File: src/rtl/sys_cmd_initiator_pkg.sv
// sys_cmd_initiator_pkg: opcodes, command encodings, FSM states and response-length rule
package sys_cmd_initiator_pkg;
  localparam logic [7:0] OP_WR     = 8'hAA;
  localparam logic [7:0] OP_RD     = 8'hBB;
  localparam logic [7:0] OP_ALU    = 8'hCC;
  localparam logic [7:0] OP_ALU_NO = 8'hDD;
  localparam logic [1:0] CMD_WR     = 2'b00;
  localparam logic [1:0] CMD_RD     = 2'b01;
  localparam logic [1:0] CMD_ALU    = 2'b10;
  localparam logic [1:0] CMD_ALU_NO = 2'b11;
  localparam logic [3:0] FUN_2B_A = 4'b0000;
  localparam logic [3:0] FUN_2B_B = 4'b0010;
  localparam logic [3:0] FUN_2B_C = 4'b1110;
  typedef enum logic [2:0] {S_IDLE, S_TX, S_RX_WAIT, S_DONE, S_ABORT} state_t;
  function automatic logic is_two_byte(input logic [3:0] fun);
    return fun inside {FUN_2B_A, FUN_2B_B, FUN_2B_C};
  endfunction
endpackage

File: src/rtl/sys_cmd_initiator.sv
// sys_cmd_initiator: serializes one command into TX bytes and collects its 1/2-byte response with timeout
// Ports: CLK/RST (async, active-low); CMD_* command handshake; TX_* byte stream out (valid/ready);
// RX_* received byte pulses; RSP_VLD/RSP_DATA completion, RSP_TIMEOUT abort; BUSY = ~CMD_RDY.
module sys_cmd_initiator
  import sys_cmd_initiator_pkg::*;
#(
  parameter int DATA_WIDTH  = 8,
  parameter int RF_ADDR     = 4,
  parameter int TIMEOUT_CYC = 4096
) (
  input  logic                    CLK,
  input  logic                    RST,
  input  logic                    CMD_VLD,
  output logic                    CMD_RDY,
  input  logic [1:0]              CMD_TYPE,
  input  logic [RF_ADDR-1:0]      CMD_ADDR,
  input  logic [DATA_WIDTH-1:0]   CMD_WDATA,
  input  logic [DATA_WIDTH-1:0]   CMD_OPA,
  input  logic [DATA_WIDTH-1:0]   CMD_OPB,
  input  logic [3:0]              CMD_FUN,
  output logic [DATA_WIDTH-1:0]   TX_DATA,
  output logic                    TX_VLD,
  input  logic                    TX_RDY,
  input  logic [DATA_WIDTH-1:0]   RX_DATA,
  input  logic                    RX_VLD,
  output logic                    RSP_VLD,
  output logic [2*DATA_WIDTH-1:0] RSP_DATA,
  output logic                    RSP_TIMEOUT,
  output logic                    BUSY
);
  localparam int TW = $clog2(TIMEOUT_CYC);
  state_t state;
  logic [DATA_WIDTH-1:0] frame [4];
  logic [DATA_WIDTH-1:0] nf [4];
  logic [DATA_WIDTH-1:0] addr_b, fun_b;
  logic [1:0] idx, last, rsp_cnt, nlast, nrsp;
  logic rx_idx;
  logic [TW-1:0] tmo;
  assign CMD_RDY = state == S_IDLE;
  assign BUSY = ~CMD_RDY;
  assign addr_b = DATA_WIDTH'(CMD_ADDR);
  assign fun_b = DATA_WIDTH'(CMD_FUN);
  always_comb begin
    nf[0] = CMD_TYPE == CMD_WR ? DATA_WIDTH'(OP_WR) :
            CMD_TYPE == CMD_RD ? DATA_WIDTH'(OP_RD) :
            CMD_TYPE == CMD_ALU ? DATA_WIDTH'(OP_ALU) : DATA_WIDTH'(OP_ALU_NO);
    nf[1] = CMD_TYPE == CMD_ALU ? CMD_OPA : CMD_TYPE == CMD_ALU_NO ? fun_b : addr_b;
    nf[2] = CMD_TYPE == CMD_ALU ? CMD_OPB : CMD_WDATA;
    nf[3] = fun_b;
    nlast = CMD_TYPE == CMD_WR ? 2'd2 : CMD_TYPE == CMD_ALU ? 2'd3 : 2'd1;
    nrsp = CMD_TYPE == CMD_WR ? 2'd0 : CMD_TYPE == CMD_RD ? 2'd1 :
           is_two_byte(CMD_FUN) ? 2'd2 : 2'd1;
  end
  always_ff @(posedge CLK or negedge RST)
    if (!RST) begin
      state <= S_IDLE;
      frame <= '{default: '0};
      TX_DATA <= '0;
      TX_VLD <= 1'b0;
      RSP_VLD <= 1'b0;
      RSP_TIMEOUT <= 1'b0;
      RSP_DATA <= '0;
      idx <= '0;
      last <= '0;
      rsp_cnt <= '0;
      rx_idx <= 1'b0;
      tmo <= '0;
    end else begin
      RSP_VLD <= 1'b0;
      RSP_TIMEOUT <= 1'b0;
      case (state)
        S_IDLE: if (CMD_VLD) begin
          frame <= nf;
          last <= nlast;
          rsp_cnt <= nrsp;
          idx <= '0;
          rx_idx <= 1'b0;
          tmo <= '0;
          RSP_DATA <= '0;
          TX_DATA <= nf[0];
          TX_VLD <= 1'b1;
          state <= S_TX;
        end
        S_TX: if (TX_RDY) begin
          if (idx == last) begin
            TX_VLD <= 1'b0;
            state <= rsp_cnt == 2'd0 ? S_DONE : S_RX_WAIT;
            RSP_VLD <= rsp_cnt == 2'd0;
          end else begin
            idx <= idx + 2'd1;
            TX_DATA <= frame[idx + 2'd1];
          end
        end
        S_RX_WAIT: if (RX_VLD) begin
          // a byte arriving on the timeout cycle still counts and restarts the window
          tmo <= '0;
          rx_idx <= 1'b1;
          if (rx_idx) RSP_DATA[2*DATA_WIDTH-1:DATA_WIDTH] <= RX_DATA;
          else RSP_DATA[DATA_WIDTH-1:0] <= RX_DATA;
          if ({1'b0, rx_idx} == rsp_cnt - 2'd1) begin
            state <= S_DONE;
            RSP_VLD <= 1'b1;
          end
        end else if (tmo == TW'(TIMEOUT_CYC - 1)) begin
          state <= S_ABORT;
          RSP_TIMEOUT <= 1'b1;
        end else tmo <= tmo + TW'(1);
        default: state <= S_IDLE;
      endcase
    end
endmodule
File: config.mk
export PLATFORM = sky130hd
export DESIGN_NAME = sys_cmd_initiator
export DESIGN_NICKNAME = d
export VERILOG_FILES = /design/src/rtl/sys_cmd_initiator_pkg.sv /design/src/rtl/sys_cmd_initiator.sv
export SDC_FILE = /design/constraint.sdc
export NUM_CORES = 1
export LEC_CHECK = 0
export CORE_ASPECT_RATIO = 1.25
export CORE_MARGIN = 10
export CORE_UTILIZATION = 42
export DETAILED_ROUTE_END_ITERATION = 10
export DONT_BUFFER_PORTS = 1
export PLACE_DENSITY = 0.61
export SYNTH_ARGS = -nofsm -noshare
export SYNTH_HDL_FRONTEND = slang
export SYNTH_SLANG_ARGS = --single-unit
File: constraint.sdc
create_clock -name CLK -period 5.85 [get_ports CLK]
set_input_delay 1.17 -clock CLK [delete_from_list [all_inputs] [get_ports CLK]]
set_output_delay 1.17 -clock CLK [all_outputs]
set_load 0.1 [all_outputs]
# == Word level (Yosys, flattened, before mapping) ==
# Index checks and enable logic that the tools add are counted.
# totals
ff_bits,77
latchBits,0
ram_bits,0
rom_bits,0
in_bits,47
output_inout_bits,29
word_cells,111
mem_count,0
# classes
addsub,3
mul,0
div_mod_pow,0
magnitude_cmp,1
eq_ne,20
n_shift,0
n_mux,54
bitwise_logic,2
reduce_logical,15
# op_table
cell,n
2-to-1 mux 8 bit,9
2-to-1 mux 12 bit,3
2-to-1 mux 16 bit,2
one-hot mux 16 bit (2 select lines),1
one-hot mux 12 bit (2 select lines),1
2-to-1 mux 3 bit,6
binary-select mux 8 bit (select 2 bit),1
2-to-1 mux 2 bit,8
one-hot mux 8 bit (2 select lines),1
AND reduction 4 bit,4
2-to-1 mux 7 bit,2
"inequality test 2 bit, second input constant",7
2-to-1 mux 1 bit,13
"adder 12 x 1 -> 12 bit, second input constant",1
"== test 12 bit, second input constant",1
"inequality test 3 bit, second input constant",3
one-hot mux 3 bit (3 select lines),1
one-hot mux 1 bit (2 select lines),3
AND reduction 3 bit,2
2-to-1 mux 5 bit,1
AND reduction 5 bit,1
"== test 2 bit, second input constant",2
"== test 4 x 2 -> 1 bit, second input constant",1
"== test 4 bit, second input constant",1
18 further kinds,20

# == Depth between registers and ports, before layout ==
# Gate-level depths: netlist of run 1.
# logic_depth
ltp_word,8
mapped_depth,7
depth_no_buf,5

# == Least setup slack after synthesis of run 1 ==
# No wires, ideal clock.
# synth_path
kind,reg-to-output
from,reg state[1]
to,out CMD_RDY
arrival_time_ns,2.079
required_time_ns,4.680
setup_slack_ns,2.601
stages_incl_launch_ff,4
path_buffers,1
cell_sequence,dfrtp_1 > clkbuf_1 > or3_1 > inv_1
# synth_via
elab_chain_cells,1
# synth_lines
item,line,source
start: declaration,sys_cmd_initiator.sv:32,state_t state;
start signal: assignment,sys_cmd_initiator.sv:87,state <= rsp_cnt == 2'd0 ? S_DONE : S_RX_WAIT;
logical NOT 3 bit,sys_cmd_initiator.sv:39,assign CMD_RDY = state == S_IDLE;
end: declaration,sys_cmd_initiator.sv:14,"output logic CMD_RDY,"
# Every way passes these cells.

# == Worst setup path in the final report of run 1 ==
# Same ends and word-level chain as after synthesis.

==> impl_metrics.py, run 1 <==
metrics = {
    "run_status": {
        "outcome": "completed",
    },
    "setup_path": {
        "crit_arrival_ns": 2.65,
        "sort_of_element_at_the_start_of_the_critical_path": "flip-flop",
        "worst_setup_path_end_kind": "output pin",
        "critPathKind": "reg -> out",
        "critical_path.max_fanout": 21,
        "worst_ep_required_time_ns": 4.68,
    },
    "clock_tree": {
        "cts.path.max_buffers": 2,
        "cts_sinks": 73,
        "tritoncts.num_buffers": 9,
        "root_buffer": "sky130_fd_sc_hd__clkbuf_8",
        "clk-insertion-delay-late_ns": 0.35,
        "worst_setup_hold_path_clk_slew_ns": 0.08,
        "clock_tree_from_tritoncts": "yes",
        "post_cts_hold_buffer_count": 0,
        "cts_htree_levels": 3,
        "postCtsResizedCells": 0,
        "post-cts-setup-buffer-count": 0,
    },
    "drt": {
        "wire_per_inst_um": 19.00,
        "drt_iter0_markers": 151,
        "drt_drc_violations_left": 0,
        "num_vias": 2559,
        "detail_route.first_pass.iterations": 4,
        "wl_um": 8323,
        "route.detailed.vias_per_inst": 5.842,
        "antenna_left": 0,
    },
    "yosys": {
        "synth_compound_gate_area_share_pct": 12.43,
        "post_synth_top_cells": "sky130_fd_sc_hd__dfrtp_1, sky130_fd_sc_hd__nand2_1, sky130_fd_sc_hd__mux2_2",
        "synth-simple-area-share_pct": 17.29,
        "avgSynthCellArea_um2": 10.57,
        "asyncSetResetFlopFracSynth_pct": 100.0,
        "muxShareOfSynthArea_pct": 14.82,
        "synthDominantAreaCellType": "sky130_fd_sc_hd__dfrtp_1",
        "syn-cell-area_um2": 3605,
        "post_synth_main_area_contributors": "sky130_fd_sc_hd__dfrtp_1, sky130_fd_sc_hd__mux2_2, sky130_fd_sc_hd__nand2_1",
        "synth_top_family_by_area": "simple AND/OR/NAND/NOR gates",
        "synth_enable_flop_cells": 0,
        "post_synth_num_cell_types": 51,
        "synth.ff_latch_count": 73,
        "ys_seq_area_share_pct": 50.68,
        "postSynthCellCount": 341,
        "ys.warnings.count": 0,
        "synth_ff_type": "sky130_fd_sc_hd__dfrtp_1",
        "post-synth-top-count-cell": "sky130_fd_sc_hd__dfrtp_1",
        "synthXorXnorAreaFrac_pct": 0.7289,
        "synth.top_cell.area_share_pct": 50.68,
        "synth_adder_area_share_pct": 0.6942,
        "postSynthNetCount": 390,
    },
    "floorplanning": {
        "dieHeight_um": 123.6,
        "start_util_pct": 43.50,
        "die_area_um2": 12710,
        "floorplan.core_area_um2": 8287,
        "ioPinCount": 76,
        "core.rowCount": 37,
        "die_w_um": 102.9,
    },
    "worst_hold_path": {
        "path_category_of_the_worst_min_delay_check": "reg -> reg",
    },
    "global_routing": {
        "number_of_global_route_vias_before_repair": 2618,
        "grt.total_usage_pct": 13.43,
        "grt_pass1_wl_um": 13390,
        "maximum_number_of_pins_on_one_net_before_global_route_repair": 74,
        "grt.overflow.total": 0,
        "initial_antenna_violation_count": 0,
    },
    "finish": {
        "finish.cell_count_without_fillers": 438,
        "diodes": 0,
        "design.final.nets": 385,
        "final_layout_size_suffix_gt1_share_pct": 17.30,
        "finalCoreUtilization_pct": 47.03,
        "flow.area_growth_from_synthesis_pct": 8.122,
    },
    "place": {
        "placedCellCount": 422,
        "hpwl_after_detailed_placement_um": 5912,
        "port-buffer-count": 0,
        "gp_congestion": 0.8636,
    },
    "power_and_ir_drop": {
        "power.density_nw_per_um2": 661.3,
        "switching_share_pct": 51.60,
        "p_switching_mw": 1.330,
        "power.static_leakage_nw": 1.734,
        "ir_worst_vdd_v": 0.0002177,
        "comb_power_share_pct": 26.5,
        "clock_power_share_pct": 17.5,
        "pwr-share-seq_pct": 55.9,
        "internal_power_mw": 1.248,
    },
    "sta": {
        "timing_hold_violations_final": 0,
        "hold_ws_ns": 0.4729,
        "count_of_final_setup_violators": 0,
        "fin_skew_ns": 0.009357,
        "grt_setup_unrepaired": "no",
        "period_share_pct": 65.28,
        "slew_viol_final": 0,
        "clock.fmax_mhz": 261.9,
        "finalWorstPathRequiredPeriod_ns": 3.819,
        "fin_tns_setup_ns": 0,
        "relative_slew_margins_pct": 27.75,
        "actual_slew_at_the_worst_max_slew_pin_ns": 1.081,
    },
    "job": {
        "max_cap_violations": 0,
    },
}
==> cells by family after synthesis <==
kind of cell	Yosys count
buffers and inverters	28
AOI/OAI and AO/OA	69
muxes	45
DFF	73
and+or+nand+nor	121
adders and majority gates	2
xor gates and xnor gates	3
==> cells in the final DEF, fill, tap and decap left out, types with 2 or more instances in the layout <==
master	n
sky130_fd_sc_hd__o21ai_0	17
sky130_fd_sc_hd__inv_1	9
sky130_fd_sc_hd__a21oi_1	16
sky130_fd_sc_hd__nor2_1	16
sky130_fd_sc_hd__mux4_2	4
sky130_fd_sc_hd__xnor2_1	2
sky130_fd_sc_hd__nor3b_1	2
sky130_fd_sc_hd__dfrtp_1	73
sky130_fd_sc_hd__nand2_1	50
sky130_fd_sc_hd__a21o_1	3
sky130_fd_sc_hd__a21oi_2	5
sky130_fd_sc_hd__o21ai_1	4
sky130_fd_sc_hd__or3_1	3
sky130_fd_sc_hd__a221oi_1	2
sky130_fd_sc_hd__ha_1	2
sky130_fd_sc_hd__clkbuf_8	11
sky130_fd_sc_hd__bufinv_16	2
sky130_fd_sc_hd__nand3b_1	2
sky130_fd_sc_hd__mux2_2	27
sky130_fd_sc_hd__nand2b_1	2
sky130_fd_sc_hd__mux2i_1	14
sky130_fd_sc_hd__o31ai_1	10
sky130_fd_sc_hd__clkinvlp_4	2
sky130_fd_sc_hd__or4_1	9
sky130_fd_sc_hd__a22oi_1	2
sky130_fd_sc_hd__and3_1	11
sky130_fd_sc_hd__nand3_1	11
sky130_fd_sc_hd__and2_1	2
sky130_fd_sc_hd__nand4_1	3
sky130_fd_sc_hd__buf_4	3
==> path summary, 6_finish.rpt <==
| kind | from | end | slack (ns) | cells past startpoint |
|---|---|---|---|---|
| max | state[1]$_DFFE_PN0P_ | CMD_RDY | 2.03 | 2 |
| min reg2reg | frame[22]$_DFFE_PN0P_ | frame[22]$_DFFE_PN0P_ | 0.47 | 2 |
| min | frame[22]$_DFFE_PN0P_ | frame[22]$_DFFE_PN0P_ | 0.47 | 2 |
| min in group asynchronous | RST | tmo[3]$_DFFE_PN0P_ | 0.50 | 0 |
| max in group asynchronous | RST | frame[30]$_DFFE_PN0P_ | 5.24 | 0 |
| max reg2reg | state[1]$_DFFE_PN0P_ | state[1]$_DFFE_PN0P_ | 2.78 | 4 |
==> state kept, by name, summed over array words and instances (netlist names) <==
name / flops
frame: 24
RSP_DATA: 16
tmo: 12
TX_DATA: 8
state: 3
idx: 2
last: 2
rsp_cnt: 2
RSP_TIMEOUT: 1
RSP_VLD: 1
TX_VLD: 1
rx_idx: 1
==> power groups by stage <==
stage,registers (mW),logic (mW),clock network [mW]
CTS,1.45,0.690,0.465
detailed placement,1.46,0.688,0
global route,1.47,0.762,0.490
global placement,1.45,0.676,0
finish,1.44,0.684,0.451
floorplan,1.37,0.602,0
==> worst max-delay path, cell delays in order (launching register included) <==
cell                      delay [ns]
sky130_fd_sc_hd__dfrtp_1        0.70
sky130_fd_sc_hd__or3_1          0.87
sky130_fd_sc_hd__inv_1          0.72
==> per-stage QoR <==
step	setup slack [ns]	instance area (µm²)	power (mW)
6_report	2.031	3897	2.577
5_1_grt	1.911	3897	2.725
4_1_cts	2.020	3897	2.603
3_5_place_dp	2.413	3667	2.149
3_3_place_gp	2.451	3667	2.129
2_1_floorplan	2.601	3605	1.977
==> routing by layer <==
| layer | vias to the layer above | GRT usage [%] | wire length (µm) |
|---|---|---|---|
| met5 | - | 0 | 0 |
| met4 | 0 | 5.226 | 90 |
| li1 | 1221 | - | - |
| met3 | 10 | 4.875 | 706 |
| met1 | 1244 | 16.65 | 3608 |
| met2 | 84 | 20.93 | 3918 |
==> final cells by class <==
cell class	instances	area (µm²)
clock buffers	12	155.1
fillers	774	4389
inverters	9	33.78
clock inverters	4	75.07
flip-flops and latches	73	1827
well taps	97	121.4
repair buffers	3	22.52
multi-input cells	240	1663
Power figures use the tool's default switching activity.
==> inputs of run 2 (changes only) <==
--- a/config.mk
+++ b/config.mk
@@ -5,12 +5,13 @@
 export SDC_FILE = /design/constraint.sdc
 export NUM_CORES = 1
 export LEC_CHECK = 0
+export ABC_AREA = 1
 export CORE_ASPECT_RATIO = 1.25
 export CORE_MARGIN = 10
 export CORE_UTILIZATION = 42
 export DETAILED_ROUTE_END_ITERATION = 10
 export DONT_BUFFER_PORTS = 1
-export PLACE_DENSITY = 0.61
+export PLACE_DENSITY = 0.64
 export SYNTH_ARGS = -nofsm -noshare
 export SYNTH_HDL_FRONTEND = slang
 export SYNTH_SLANG_ARGS = --single-unit
==> constraint.sdc (replaced) <==
create_clock -name CLK -period 3.4 [get_ports CLK]
set_input_delay 0.68 -clock CLK [delete_from_list [all_inputs] [get_ports CLK]]
set_output_delay 0.68 -clock CLK [all_outputs]
set_load 0.1 [all_outputs]
==> run 2 against run 1 <==
Critical path depth increased by 1. Core utilization decreased by 1.5 points. Die area increased by 3.8%. Clock power increased by 25%. Synthesized cell count increased by 38%. Cell area increased by 2.3%.
==> impl_metrics.py, run 2 <==
metrics = {
    "clock_tree": {
        "root_buffer": "sky130_fd_sc_hd__clkbuf_8",
        "worst_setup_hold_path_clk_slew_ns": 0.07,
        "tritoncts.num_buffers": 9,
        "post-cts-setup-buffer-count": 0,
        "clk-insertion-delay-late_ns": 0.35,
        "clock_tree_from_tritoncts": "yes",
        "cts_htree_levels": 3,
        "cts_sinks": 73,
        "cts.path.max_buffers": 2,
    },
    "drt": {
        "detail_route.first_pass.iterations": 4,
        "route.detailed.vias_per_inst": 5.229,
        "wire_per_inst_um": 15.19,
        "antenna_left": 0,
        "num_vias": 3085,
        "drt_iter0_markers": 118,
        "wl_um": 8963,
        "drt_drc_violations_left": 0,
    },
    "finish": {
        "design.final.nets": 517,
        "biggest_registers_after_layout": "frame (24), RSP_DATA (16), tmo (12)",
        "final_common_cell": "sky130_fd_sc_hd__nand2_1",
        "finalCoreUtilization_pct": 45.58,
        "largest-register": "frame",
        "final_layout_size_suffix_gt1_share_pct": 8.511,
        "flow.area_growth_from_synthesis_pct": 5.705,
        "layout_common_cells": "sky130_fd_sc_hd__nand2_1, sky130_fd_sc_hd__dfrtp_1, sky130_fd_sc_hd__nand3_1",
        "max_reg_flops": 24,
        "layout.filler_cells": 877,
        "diodes": 0,
    },
    "yosys": {
        "syn-cell-area_um2": 3772,
        "synth.top_cell.area_share_pct": 48.42,
        "post-synth-top-count-cell": "sky130_fd_sc_hd__nand2_1",
        "synthDominantAreaCellType": "sky130_fd_sc_hd__dfrtp_1",
        "synth_enable_flop_cells": 0,
        "ys.warnings.count": 0,
        "asyncSetResetFlopFracSynth_pct": 100.0,
        "synth_ff_type": "sky130_fd_sc_hd__dfrtp_1",
        "postSynthCellCount": 471,
        "ys_seq_area_share_pct": 48.42,
        "synth.ff_latch_count": 73,
        "avgSynthCellArea_um2": 8.009,
        "post_synth_main_area_contributors": "sky130_fd_sc_hd__dfrtp_1, sky130_fd_sc_hd__nand2_1, sky130_fd_sc_hd__nand3_1",
        "post_synth_num_cell_types": 37,
        "post_synth_top_cells": "sky130_fd_sc_hd__nand2_1, sky130_fd_sc_hd__dfrtp_1, sky130_fd_sc_hd__nand3_1",
        "postSynthNetCount": 520,
    },
    "floorplanning": {
        "dieHeight_um": 126.0,
        "die_w_um": 104.8,
        "floorplan.core_area_um2": 8748,
        "ioPinCount": 76,
        "core.rowCount": 38,
        "start_util_pct": 43.12,
        "die_area_um2": 13200,
    },
    "sta": {
        "worst_slack_ns": 0.8412,
        "clock.fmax_mhz": 390.8,
        "hold_ws_ns": 0.03288,
        "timing_hold_violations_final": 0,
        "fin_tns_setup_ns": 0,
        "relative_slew_margins_pct": 35.88,
        "grt_setup_unrepaired": "no",
        "actual_slew_at_the_worst_max_slew_pin_ns": 0.9604,
        "fin_skew_ns": 0.01135,
        "slew_viol_final": 0,
        "count_of_final_setup_violators": 0,
        "period_share_pct": 75.26,
        "finalWorstPathRequiredPeriod_ns": 2.559,
    },
    "place": {
        "gp_congestion": 0.8598,
        "port-buffer-count": 0,
        "hpwl_after_detailed_placement_um": 6677,
        "minimum_setup_slack_after_placement_ns": 1.062,
    },
    "worst_hold_path": {
        "path_category_of_the_worst_min_delay_check": "in -> async",
    },
    "setup_path": {
        "sort_of_element_at_the_start_of_the_critical_path": "flip-flop",
        "worst_setup_path_end_kind": "output pin",
        "worst_ep_required_time_ns": 2.72,
        "critical_path.max_fanout": 5,
        "critPathKind": "reg -> out",
        "crit_arrival_ns": 1.88,
    },
    "global_routing": {
        "maximum_number_of_pins_on_one_net_before_global_route_repair": 74,
        "grt.overflow.total": 0,
        "grt_pass1_wl_um": 15350,
        "number_of_global_route_vias_before_repair": 3137,
        "grt.total_usage_pct": 13.98,
        "initial_antenna_violation_count": 0,
    },
    "job": {
        "max_cap_violations": 0,
    },
    "power_and_ir_drop": {
        "post-layout-total-power_mw": 4.283,
        "power.static_leakage_nw": 1.911,
        "power.density_nw_per_um2": 1074,
        "ir_worst_vdd_v": 0.0003321,
    },
    "run_status": {
        "outcome": "completed",
    },
}
==> run 2: cell count changes after synthesis, sizes merged, moves of 9 or more <==
cell,previous run,this run
mux2,27,0
nand4,3,13
nor2,16,53
mux2i,14,0
nand2,51,147
nand3,11,50
clkbuf,15,5
and3,11,0
inv,9,44
or4,9,0
==> run 2: area by class of cell <==
type                    count  area [µm²]  area share (%)
flip-flops and latches     73        1827           45.81
well taps                 120       150.1           3.765
clock inverters             1       5.005          0.1255
repair buffers              1       10.01          0.2510
inverters                  46       175.2           4.393
clock buffers              12       145.1           3.640
multi-input cells         337        1675           42.01
==> run 2: critical path, stage by stage, from the launching register on <==
cell and delay (ns):
sky130_fd_sc_hd__dfrtp_1 0.42, sky130_fd_sc_hd__nor2_4 0.17, sky130_fd_sc_hd__nand2_4 0.25, sky130_fd_sc_hd__inv_1 0.70
==> run 2: kinds of logic (layout without fill, tap and decap cells) <==
kind of cell	after synthesis	count (layout)	synth area share, %
AO/OA/AOI/OAI	63	63	10.95
buffers and inverters	61	60	7.164
XOR/XNOR	4	4	0.9289
flip-flops	73	73	48.42
AND/OR/NAND/NOR	268	268	31.87
adder cells (fa/ha/maj)	2	2	0.6632
==> run 2: worst paths after layout <==
path,from,endpoint,slack [ns],cells past startpoint
setup / recovery,state[2]$_DFFE_PN0P_,CMD_RDY,0.84,3
hold / removal,RST,frame[3]$_DFFE_PN0P_,0.03,0
setup reg to reg,state[2]$_DFFE_PN0P_,RSP_DATA[8]$_DFFE_PN0P_,1.11,7
hold reg to reg,frame[27]$_DFFE_PN0P_,frame[27]$_DFFE_PN0P_,0.46,2
max in group asynchronous,RST,idx[0]$_DFFE_PN0P_,2.01,1
min in group CLK,CMD_FUN[3],frame[3]$_DFFE_PN0P_,0.45,2
==> run 2: power by group <==
part	total [mW]	leakage (nW)	internal, mW	switching [mW]
Clock	0.566	0.0782	0.272	0.294
Sequential	2.46	0.935	1.17	1.29
Combinational	1.26	0.897	0.394	0.863
Total	4.28	1.91	1.84	2.44
==> run 2: through the flow <==
stage          cell area, µm²  instances
6_report                 3988        590
5_1_grt                  3988        590
4_1_cts                  3978        589
3_5_place_dp             3827        576
3_3_place_gp             3827        576
2_1_floorplan            3772        471
==> run 2: metal layers <==
layer  vias up  track usage [%]  part of all wire [%]
met5         -                0                     0
met4         0            4.854                   1.4
met2        98            22.73                    47
met1      1447            16.50                    43
met3        12            5.408                   8.2
li1       1528                -                     -
==> run 2: what timing repair did <==
| action | 4_1_cts | 5_1_grt |
|---|---|---|
| gates resized for setup | 0 | 0 |
| hold buffers | 0 | 1 |
| hold endpoints to repair | 0 | 18 |
